<file path="config.mk">
export PLATFORM = sky130hd
export DESIGN_NAME = sdc_rx_packer
export DESIGN_NICKNAME = d
export VERILOG_FILES = /design/src/rtl/sdc_pkg.sv /design/src/rtl/sdc_word_fifo.sv /design/src/rtl/sdc_rx_packer.sv
export SDC_FILE = /design/constraint.sdc
export NUM_CORES = 1
export LEC_CHECK = 0
export ABC_AREA = 1
export CORE_ASPECT_RATIO = 0.75
export CORE_MARGIN = 4
export CORE_UTILIZATION = 65
export CTS_BUF_LIST = sky130_fd_sc_hd__clkbuf_8
export DETAILED_ROUTE_END_ITERATION = 8
export PLACE_DENSITY_LB_ADDON = 0.2
export RECOVER_POWER = 25
export SLEW_MARGIN = 40
export SYNTH_ARGS = -nofsm -noshare
export SYNTH_HDL_FRONTEND = slang
export SYNTH_HIERARCHICAL = 1
export SYNTH_SLANG_ARGS = --single-unit
</file>
<file path="constraint.sdc">
create_clock -name clk -period 10.45 [get_ports clk]
set_clock_uncertainty 0.15 [all_clocks]
set_input_delay 2.09 -clock clk [delete_from_list [all_inputs] [get_ports clk]]
set_output_delay 2.09 -clock clk [all_outputs]
set_load 0.02 [all_outputs]
</file>
<file path="src/rtl/sdc_pkg.sv">
// Shared types and constants for the SD receive packer slice.
package sdc_pkg;

  // Packer control states
  typedef enum logic [1:0] {
    ST_IDLE     = 2'd0,
    ST_COLLECT  = 2'd1,
    ST_WAIT_END = 2'd2
  } state_t;

  localparam int unsigned LANE_W     = 2;
  localparam int unsigned BYTE_LANES = 4;
  localparam int unsigned WORD_W     = 32;

  // Bit positions of the per-block status flags in the software status register
  localparam int unsigned STAT_CRC_BIT   = 0;
  localparam int unsigned STAT_FRAME_BIT = 1;
  localparam int unsigned STAT_OVF_BIT   = 2;
  localparam int unsigned STAT_TMO_BIT   = 3;

  // One FIFO entry: byte-valid mask above a little-endian data word
  typedef struct packed {
    logic [BYTE_LANES-1:0] keep;
    logic [WORD_W-1:0]     data;
  } fifoEntry_t;

  localparam int unsigned ENTRY_W = $bits(fifoEntry_t);

endpackage

</file>
<file path="src/rtl/sdc_word_fifo.sv">
// First-word-fall-through FIFO for packed words; head reads as zero when empty.
module sdc_word_fifo #(
  parameter int unsigned DEPTH_W = 4,
  parameter int unsigned WIDTH   = 36
) (
  input  logic             clk,
  input  logic             rst_n,
  input  logic             push,
  input  logic [WIDTH-1:0] pushData,
  input  logic             pop,
  output logic [WIDTH-1:0] headData,
  output logic             full,
  output logic             empty
);

  localparam int unsigned DEPTH = 1 << DEPTH_W;

  logic [WIDTH-1:0] mem [DEPTH];
  logic [DEPTH_W:0] wrPtr;
  logic [DEPTH_W:0] rdPtr;
  logic             doPush;
  logic             doPop;

  assign empty    = (wrPtr == rdPtr);
  assign full     = (wrPtr[DEPTH_W] != rdPtr[DEPTH_W]) &&
                    (wrPtr[DEPTH_W-1:0] == rdPtr[DEPTH_W-1:0]);
  assign doPop    = pop && !empty;
  // A full FIFO still accepts a word when the head leaves in the same cycle
  assign doPush   = push && (!full || doPop);
  assign headData = empty ? '0 : mem[rdPtr[DEPTH_W-1:0]];

  // Pointer update; extra MSB distinguishes full from empty
  always_ff @(posedge clk) begin
    if (!rst_n) begin
      wrPtr <= '0;
      rdPtr <= '0;
    end else begin
      if (doPush) wrPtr <= wrPtr + (DEPTH_W+1)'(1);
      if (doPop)  rdPtr <= rdPtr + (DEPTH_W+1)'(1);
    end
  end

  // Storage write
  always_ff @(posedge clk) begin
    if (doPush) mem[wrPtr[DEPTH_W-1:0]] <= pushData;
  end

endmodule

</file>
<file path="src/rtl/sdc_rx_packer.sv">
// Packs the SD receiver byte stream into 32-bit LE words and reports per-block status.
// Optional feature: define SDC_RX_TIMEOUT_EN to end a block when rx_idle never arrives.
module sdc_rx_packer
  import sdc_pkg::*;
#(
  parameter int unsigned BLKSIZE_W = 12,
  parameter int unsigned DEPTH_W   = 4
`ifdef SDC_RX_TIMEOUT_EN
  ,
  parameter int unsigned TIMEOUT_CYC = 64
`endif
) (
  input  logic                 clk,
  input  logic                 rst_n,
  input  logic [7:0]           in_data,
  input  logic                 in_valid,
  input  logic                 in_last,
  input  logic                 rx_crc_err,
  input  logic                 rx_frame_err,
  input  logic                 rx_idle,
  output logic [31:0]          rd_data,
  output logic [3:0]           rd_keep,
  output logic                 rd_valid,
  input  logic                 rd_ready,
  output logic                 blk_done,
  output logic                 blk_crc_err,
  output logic                 blk_frame_err,
  output logic                 blk_overflow,
  output logic                 blk_timeout,
  output logic [BLKSIZE_W:0]   blk_bytes,
  output logic                 busy
);

  localparam int unsigned CNT_W = BLKSIZE_W + 1;

  state_t            state;
  logic [LANE_W-1:0] lane;
  logic [31:0]       packData;
  logic [3:0]        packKeep;
  logic [CNT_W-1:0]  byteCnt;
  logic [CNT_W-1:0]  cntInc;
  logic              crcAcc;
  logic              frmAcc;
  logic              ovfAcc;
  fifoEntry_t        pushEntry;
  fifoEntry_t        headEntry;
  logic              byteTake;
  logic              wordDone;
  logic              dropWord;
  logic              fifoFull;
  logic              fifoEmpty;
  logic              tmoHit;

  assign byteTake = in_valid && (state != ST_WAIT_END);
  assign wordDone = byteTake && ((lane == LANE_W'(3)) || in_last);
  // The head is poppable whenever the FIFO is full, so rd_ready decides the drop
  assign dropWord = wordDone && fifoFull && !rd_ready;
  assign cntInc   = (byteCnt == '1) ? byteCnt : byteCnt + CNT_W'(1);
  assign busy     = (state != ST_IDLE);
  assign rd_valid = !fifoEmpty;
  assign rd_data  = headEntry.data;
  assign rd_keep  = headEntry.keep;

  // Current partial word with the incoming byte merged into its lane
  always_comb begin
    pushEntry.data = packData;
    pushEntry.keep = packKeep;
    pushEntry.data[{lane, 3'b000} +: 8] = in_data;
    pushEntry.keep[lane] = 1'b1;
  end

  // Lane counter and partial-word register; cleared each time a word leaves
  always_ff @(posedge clk) begin
    if (!rst_n) begin
      lane     <= '0;
      packData <= '0;
      packKeep <= '0;
    end else if (wordDone) begin
      lane     <= '0;
      packData <= '0;
      packKeep <= '0;
    end else if (byteTake) begin
      lane     <= lane + LANE_W'(1);
      packData <= pushEntry.data;
      packKeep <= pushEntry.keep;
    end
  end

`ifdef SDC_RX_TIMEOUT_EN
  localparam int unsigned TMO_W = $clog2(TIMEOUT_CYC + 1);

  logic [TMO_W-1:0] tmoCnt;

  assign tmoHit = (state == ST_WAIT_END) && !rx_idle &&
                  (tmoCnt == TMO_W'(TIMEOUT_CYC - 1));

  // Cycles spent waiting for the receiver to go idle
  always_ff @(posedge clk) begin
    if (!rst_n || (state != ST_WAIT_END)) tmoCnt <= '0;
    else                                  tmoCnt <= tmoCnt + TMO_W'(1);
  end
`else
  assign tmoHit = 1'b0;
`endif

  // Block FSM: byte counting, status accumulation and the end-of-block report
  always_ff @(posedge clk) begin
    if (!rst_n) begin
      state         <= ST_IDLE;
      byteCnt       <= '0;
      crcAcc        <= 1'b0;
      frmAcc        <= 1'b0;
      ovfAcc        <= 1'b0;
      blk_done      <= 1'b0;
      blk_crc_err   <= 1'b0;
      blk_frame_err <= 1'b0;
      blk_overflow  <= 1'b0;
      blk_timeout   <= 1'b0;
      blk_bytes     <= '0;
    end else begin
      blk_done <= 1'b0;
      unique case (state)
        ST_IDLE: begin
          if (in_valid) begin
            state   <= in_last ? ST_WAIT_END : ST_COLLECT;
            byteCnt <= CNT_W'(1);
            crcAcc  <= 1'b0;
            frmAcc  <= 1'b0;
            ovfAcc  <= dropWord;
          end
        end
        ST_COLLECT: begin
          if (in_valid) begin
            byteCnt <= cntInc;
            if (dropWord) ovfAcc <= 1'b1;
            if (in_last)  state  <= ST_WAIT_END;
          end
        end
        ST_WAIT_END: begin
          crcAcc <= crcAcc | rx_crc_err;
          // A byte arriving after in_last is discarded and counted as a framing fault
          frmAcc <= frmAcc | rx_frame_err | in_valid;
          if (rx_idle || tmoHit) begin
            state         <= ST_IDLE;
            blk_done      <= 1'b1;
            blk_crc_err   <= crcAcc | rx_crc_err;
            blk_frame_err <= frmAcc | rx_frame_err | in_valid;
            blk_overflow  <= ovfAcc;
            blk_timeout   <= tmoHit;
            blk_bytes     <= byteCnt;
          end
        end
        default: state <= ST_IDLE;
      endcase
    end
  end

  sdc_word_fifo #(
    .DEPTH_W (DEPTH_W),
    .WIDTH   (ENTRY_W)
  ) u_fifo (
    .clk      (clk),
    .rst_n    (rst_n),
    .push     (wordDone),
    .pushData (pushEntry),
    .pop      (rd_ready),
    .headData (headEntry),
    .full     (fifoFull),
    .empty    (fifoEmpty)
  );

endmodule

</file>
==> run_results.csv, run 1 <==
group,metric,value,unit
timing,max_freq,164,MHz
clock_network,cts_root_buf,"clkbuf_8",
routing,drtIter0Drc,2571,
placement,dp.cells,3068,
routing,drt_wl_total,65.8,mm
setup_path,cp_max_fo,153,
setup_path,crit_chain,"buf_12 -> buf_16 -> buf_16 -> o211ai_1 -> nand3_1 -> o21ai_0 -> nand2_1 -> nand2_1 -> nor2_1 -> clkdlybuf4s50_1",
final_layout,final_cell_mix,"edfxtp_1 (576), inv_1 (390), nand2_1 (359)",
die,die_y,189,microns
setup_path,critPathLaunchType,"flop",
timing,min_period_over_period,58.5,%
final_layout,instances_no_fill,3252,
global_route,grt_start_max_net_pins,164,
placement,dp_hpwl,38.0,mm
pwr,p_clk_share,33.7,%
placement,io_buffers,70,
routing,vias,19100,
clock_network,clk_latency,0.66,ns
placement,placed_cell_area,29700,sq um
placement,gp_congestion,0.869,
die,die_w,249,microns
hold_path,hold_class,"reg2reg",
clock_network,cts_buffer_depth,3,
pwr,ir_worst_vdd,0.108,mV
final_layout,syn2layout_area_growth,11.2,%
global_route,grt_util_met2,42.1,%
final_layout,nets,2631,
global_route,grt_use_met3,5.44,%
timing,final.setup.tns,0,ns
pwr,p_per_area,184,nW/um^2
job,cap_violations,1,
timing,slew_headroom,-63.3,%
global_route,gr-max-usage-layer,"met2",
timing,maxSlewViolCount,18,
clock_network,cts_buffers,97,
outcome,status,"complete, but fails checks",
die,start_util,66.6,%
global_route,grt_pass1_vias,18200,
routing,antenna_left,0,
setup_path,crit_family,"buffers and inverters",
die,row_count,65,
clock_network,htreeDepth,3,
routing,post_drt_wl_per_cell,20.2,microns
die,fp.coreArea,42600,sq um
die,die_area,47100,sq um
yosys,yosysSeqAreaShare,67.1,%
global_route,met1_usage,41.2,%
timing,holdWs,0.295,ns
routing,dr.pass1.iters,6,
yosys,ys_types,39,
pwr,p_leak,11.6,nW
routing,vias_per_cell,5.87,
global_route,overflow,0,
yosys,synth_nets,2553,
pwr,swShare,27.4,%
setup_path,cp.buffers_inverters,4,
timing,hold_viol_final,0,
clock_network,cts-resized-gates,0,
clock_network,clkSinkCount,663,
setup_path,timing_worst_setup_path_type,"reg2out",
global_route,grt_pass1_wl,102,mm
final_layout,drive_gt1_share,11.5,%
final_layout,finish.utilization,74.0,%
pwr,p_switching,1.59,mW
pwr,p_int,4.22,mW
setup_path,cp.required,8.21,ns
outcome,violations,"max-capacitance violations, max-slew violations",
yosys,syn_area,28400,sq um
final_layout,layout_commonest_cell,"edfxtp_1",
yosys,synthCells,2523,
yosys,synth_seq_cells,663,
setup_path,cp_slowest_cell,"dfxtp_4",
timing,worstMarginPinSlew,2.42,ns
die,io_pins,72,
yosys,syn_area_per_cell,11.2,sq um
global_route,antenna_found_initial,0,
setup_path,cp.arrival,3.87,ns
clock_network,hold_buffers,0,
pwr,seq_power_share,50.9,%
clock_network,postCtsSetupRepairBufs,0,
clock_network,cts_tree,"yes",
clock_network,clk_pin_slew,0.06,ns
timing,setup_viol,0,
setup_path,endpoint_kind,"output pin",
routing,drc_errors,0,
pwr,combPwrFrac,15.4,%
global_route,grt_usage,27.7,%
setup_path,critical_path.max_stage_delay,0.69,ns
timing,final.min_clock_period,6.11,ns
timing,grt_setup_unrepaired,"no",
yosys,yosys_warnings,6,
final_layout,fin_area,31500,sq um
==> power by group through the flow <==
stage	Clock (mW)	Combinational (mW)	Sequential, mW
after floorplan	0	0.632	3.00
after global placement	0	0.813	3.03
after detailed placement	0	0.867	3.02
after CTS	1.98	0.873	2.96
after global routing	2.12	0.974	2.96
final	1.96	0.893	2.96
==> cells in the mapped netlist (all sizes together) <==
master    n  area, sq um
edfxtp  576        17300
or2       3         18.8
nand3b    1         7.51
o21ai   271         1360
clkinv    1         3.75
nor3b     2         15.0
a21oi   266         1550
buf      92          702
o211ai  115         1040
nor3      5         30.0
inv     373         1400
clkbuf   49          191
ha       14          175
a22oi     6         45.0
dfxtp    87         1740
xnor2     4         35.0
o22ai     8         50.1
nand4     3         31.3
nor2    137          544
conb      1         3.75
a41oi     1         8.76
xor2      5         43.8
nand3   141          706
nand2   362         1370
==> registers in the layout, indices dropped and copies added (netlist names), named ones only <==
signal         count
blk_crc_err        1
byteCnt           13
u_fifo/wrPtr       5
packData          32
blk_done           1
crcAcc             1
blk_frame_err      1
packKeep           4
ovfAcc             1
blk_overflow       1
frmAcc             1
blk_bytes         13
lane               2
state              2
u_fifo/mem       576
u_fifo/rdPtr       5
==> kinds of logic (layout without fill, tap and decap cells) <==
logic type                 after synthesis  after routing  share of synthesized area (%)
AOI/OAI and AO/OA                      667            667                           14.3
xor gates and xnor gates                 9              9                          0.278
adders and majority gates               14             14                          0.617
buffers and inverters                  515            674                           8.10
DFF                                    663            663                           67.1
other                                    1              2                         0.0132
and+or+nand+nor                        654            654                           9.58
==> per-stage QoR <==
| stage | power (mW) | setup slack [ns] |
|---|---|---|
| final | 5.80 | 4.34 |
| after global routing | 6.05 | 4.10 |
| after CTS | 5.82 | 4.21 |
| after detailed placement | 3.89 | 4.47 |
| after global placement | 3.84 | 4.53 |
| after floorplan | 3.63 | 5.50 |
==> layer usage <==
metal	vias to the layer above	part of all wire, %
met5	-	0.096
met1	9176	43
li1	8867	-
met2	904	45
met4	2	2.6
met3	133	9.6
==> worst reg2reg max path, delay by kind of cell (launching register included) <==
family / cells / cell delay [ns]
compound gates: 1 / 1.82
fa+ha+maj: 1 / 0.40
buf+inv: 2 / 0.41
flops: 1 / 0.57
simple gates: 1 / 0.37
==> final timing paths <==
path / start / to / slack, ns / cells after the start
worst max-delay path: flop / rd_data[22] / 4.34 / 10
worst min-delay path: packKeep[3] / packKeep[3] / 0.30 / 2
worst max register to register: lane[0] / u_fifo/mem[0][25] / 6.16 / 5
worst min register to register: packKeep[3] / packKeep[3] / 0.30 / 2
==> area by class of cell <==
cell class	instances	area (sq um)
tap	569	712
clock inverter	76	395
timing repair buffer	120	1270
inverter	374	1400
fill	2813	11100
antenna	1	2.50
sequential	663	19000
multi-input combinational	1345	7280
clock buffer	104	1430
Power figures use the tool's default switching activity.
==> inputs of run 2 (changes only) <==
--- a/config.mk
+++ b/config.mk
@@ -8,7 +8,7 @@
 export ABC_AREA = 1
 export CORE_ASPECT_RATIO = 0.75
 export CORE_MARGIN = 4
-export CORE_UTILIZATION = 65
+export CORE_UTILIZATION = 58
 export CTS_BUF_LIST = sky130_fd_sc_hd__clkbuf_8
 export DETAILED_ROUTE_END_ITERATION = 8
 export PLACE_DENSITY_LB_ADDON = 0.2
==> constraint.sdc (replaced) <==
create_clock -name clk -period 5.29 [get_ports clk]
set_clock_uncertainty 0.15 [all_clocks]
set_input_delay 1.058 -clock clk [delete_from_list [all_inputs] [get_ports clk]]
set_output_delay 1.058 -clock clk [all_outputs]
set_load 0.02 [all_outputs]
==> run_results.csv, run 2 (synthesis gave the netlist of run 1 again) <==
group,metric,value,unit
outcome,status,"complete, but fails checks",
outcome,violations,"max-capacitance violations, max-slew violations",
job,cap_violations,1,
global_route,grt_usage,25.0,%
hold_path,worstHoldStart,"packKeep[3]",
pwr,seq_power_share,51.3,%
setup_path,r2r_start,"lane[0]",
timing,final.setup.tns,0,ns
timing,grt_setup_unrepaired,"no",
global_route,grt_start_max_net_pins,126,
clock_network,cts-resized-gates,0,
placement,gp_congestion,0.919,
pwr,combPwrFrac,14.9,%
die,die_y,200,microns
die,die_area,52600,sq um
setup_path,timing_worst_setup_path_type,"reg2out",
final_layout,antenna_cells,0,
timing,holdWs,0.294,ns
clock_network,clk_pin_slew,0.06,ns
global_route,grt_pass1_vias,18100,
setup_path,cp.arrival,3.56,ns
placement,dp_hpwl,38.8,mm
timing,hold_viol_final,0,
routing,drtIter0Drc,1961,
pwr,p_int,8.35,mW
pwr,ir_worst_vdd,0.245,mV
setup_path,cp.required,4.08,ns
setup_path,r2r-end,"u_fifo/mem[12][27]",
routing,vias,18800,
hold_path,hold-path-endpoint,"packKeep[3]",
pwr,p_per_area,361,nW/um^2
die,start_util,59.3,%
global_route,antenna_found_initial,0,
timing,slew_headroom,-14.4,%
hold_path,hold_path_depth,2,
timing,max_freq,210,MHz
die,fp.coreArea,47800,sq um
final_layout,nets,2653,
setup_path,endpoint_kind,"output pin",
final_layout,finish.utilization,66.2,%
clock_network,postCtsSetupRepairBufs,0,
pwr,p_leak,11.7,nW
global_route,overflow,0,
pwr,p_clk_share,33.8,%
clock_network,hold_buffers,0,
setup_path,regToRegSetupSlack,1.51,ns
routing,vias_per_cell,5.64,
clock_network,htreeDepth,3,
timing,final.min_clock_period,4.77,ns
die,die_w,263,microns
placement,pre_cts_slack,1.23,ns
pwr,power,11.4,mW
clock_network,clkSinkCount,663,
die,io_pins,72,
setup_path,critPathLaunchType,"flop",
die,row_count,69,
pwr,swShare,26.8,%
setup_path,cp_max_fo,20,
setup_path,r2r_cells,6,
timing,setup_slack,0.518,ns
final_layout,layout_commonest_cell,"edfxtp_1",
hold_path,hold_class,"reg2reg",
final_layout,final_cell_mix,"edfxtp_1 (576), inv_1 (394), nand2_1 (359)",
timing,min_period_over_period,90.2,%
clock_network,cts_root_buf,"clkbuf_8",
timing,worstMarginPinSlew,1.71,ns
clock_network,cts_buffer_depth,3,
clock_network,cts_buffers,98,
pwr,p_switching,3.06,mW
routing,drt_wl_total,65.9,mm
global_route,grt_pass1_wl,102,mm
routing,antenna_left,0,
final_layout,drive_gt1_share,11.5,%
routing,dr.pass1.iters,7,
placement,io_buffers,70,
timing,setup_viol,0,
final_layout,largest_register_ffs,576,
final_layout,syn2layout_area_growth,11.6,%
routing,drc_errors,0,
timing,maxSlewViolCount,8,
clock_network,cts_tree,"yes",
clock_network,clk_latency,0.68,ns
routing,post_drt_wl_per_cell,19.8,microns
==> run 2: cell count changes in the layout (fill, tap and decap cells not counted), moves of 3 or more <==
cell and change:
o22ai_4 -7, clkinv_1 -5, inv_2 -5, o22ai_1 +7, inv_1 +4, clkdlybuf4s50_1 +7, dlygate4sd3_1 -7, buf_12 +13
buf_16 -7, buf_4 +19, buf_8 -3, clkinv_2 -11
==> run 2: cell type report <==
type / count / area (sq um)
Inverter: 374 / 1410
Sequential cell: 663 / 19000
Timing Repair Buffer: 141 / 1430
Clock buffer: 106 / 1460
Multi-Input combinational cell: 1345 / 7160
Tap cell: 639 / 800
Clock inverter: 64 / 352
Fill cell: 3587 / 16200
==> run 2: how the worst max path moves through the flow <==
stage	start	endpoint	slack, ns	cells past startpoint
after floorplan	in_valid	u_fifo/mem[0][0]	1.37	8
after global placement	in_valid	u_fifo/mem[11][29]	1.18	9
after detailed placement	u_fifo/wrPtr[2]	rd_data[9]	1.23	9
after CTS	u_fifo/wrPtr[2]	rd_data[9]	0.47	9
after global routing	flop	rd_data[30]	0.30	8
final	u_fifo/wrPtr[2]	rd_data[9]	0.52	9
==> run 2: power groups by stage <==
| stage | Sequential (mW) | Combinational, mW | Clock, mW |
|---|---|---|---|
| after floorplan | 5.92 | 1.25 | 0 |
| after global placement | 5.97 | 1.65 | 0 |
| after detailed placement | 5.96 | 1.70 | 0 |
| after CTS | 5.85 | 1.71 | 3.94 |
| after global routing | 5.86 | 1.89 | 4.19 |
| final | 5.86 | 1.70 | 3.86 |
==> run 2: stage by stage <==
| step | area, sq um | instances |
|---|---|---|
| final | 31700 | 3332 |
| after detailed placement | 29900 | 3162 |
| after global routing | 31700 | 3332 |
| after CTS | 31700 | 3332 |
| after floorplan | 28400 | 2523 |
| after global placement | 29800 | 3158 |
==> run 2: routing by layer <==
metal	track usage, %	wire length (microns)	part of all wire [%]	up-vias
met2	37.6	28600	43	734
met4	7.43	1720	2.6	0
li1	-	-	-	8901
met1	36.8	29800	45	9044
met3	5.98	5870	8.9	127
met5	0	0	0	-
==> run 2: worst max-delay path, stage by stage (launching register included) <==
cell             delay (ns)
dfxtp_1                0.50
inv_1                  0.14
nand2_1                0.08
nand2_1                0.05
nor2_1                 0.19
nand3_2                0.64
buf_4                  0.50
nand2_1                0.10
nor2_1                 0.09
clkdlybuf4s50_1        0.57
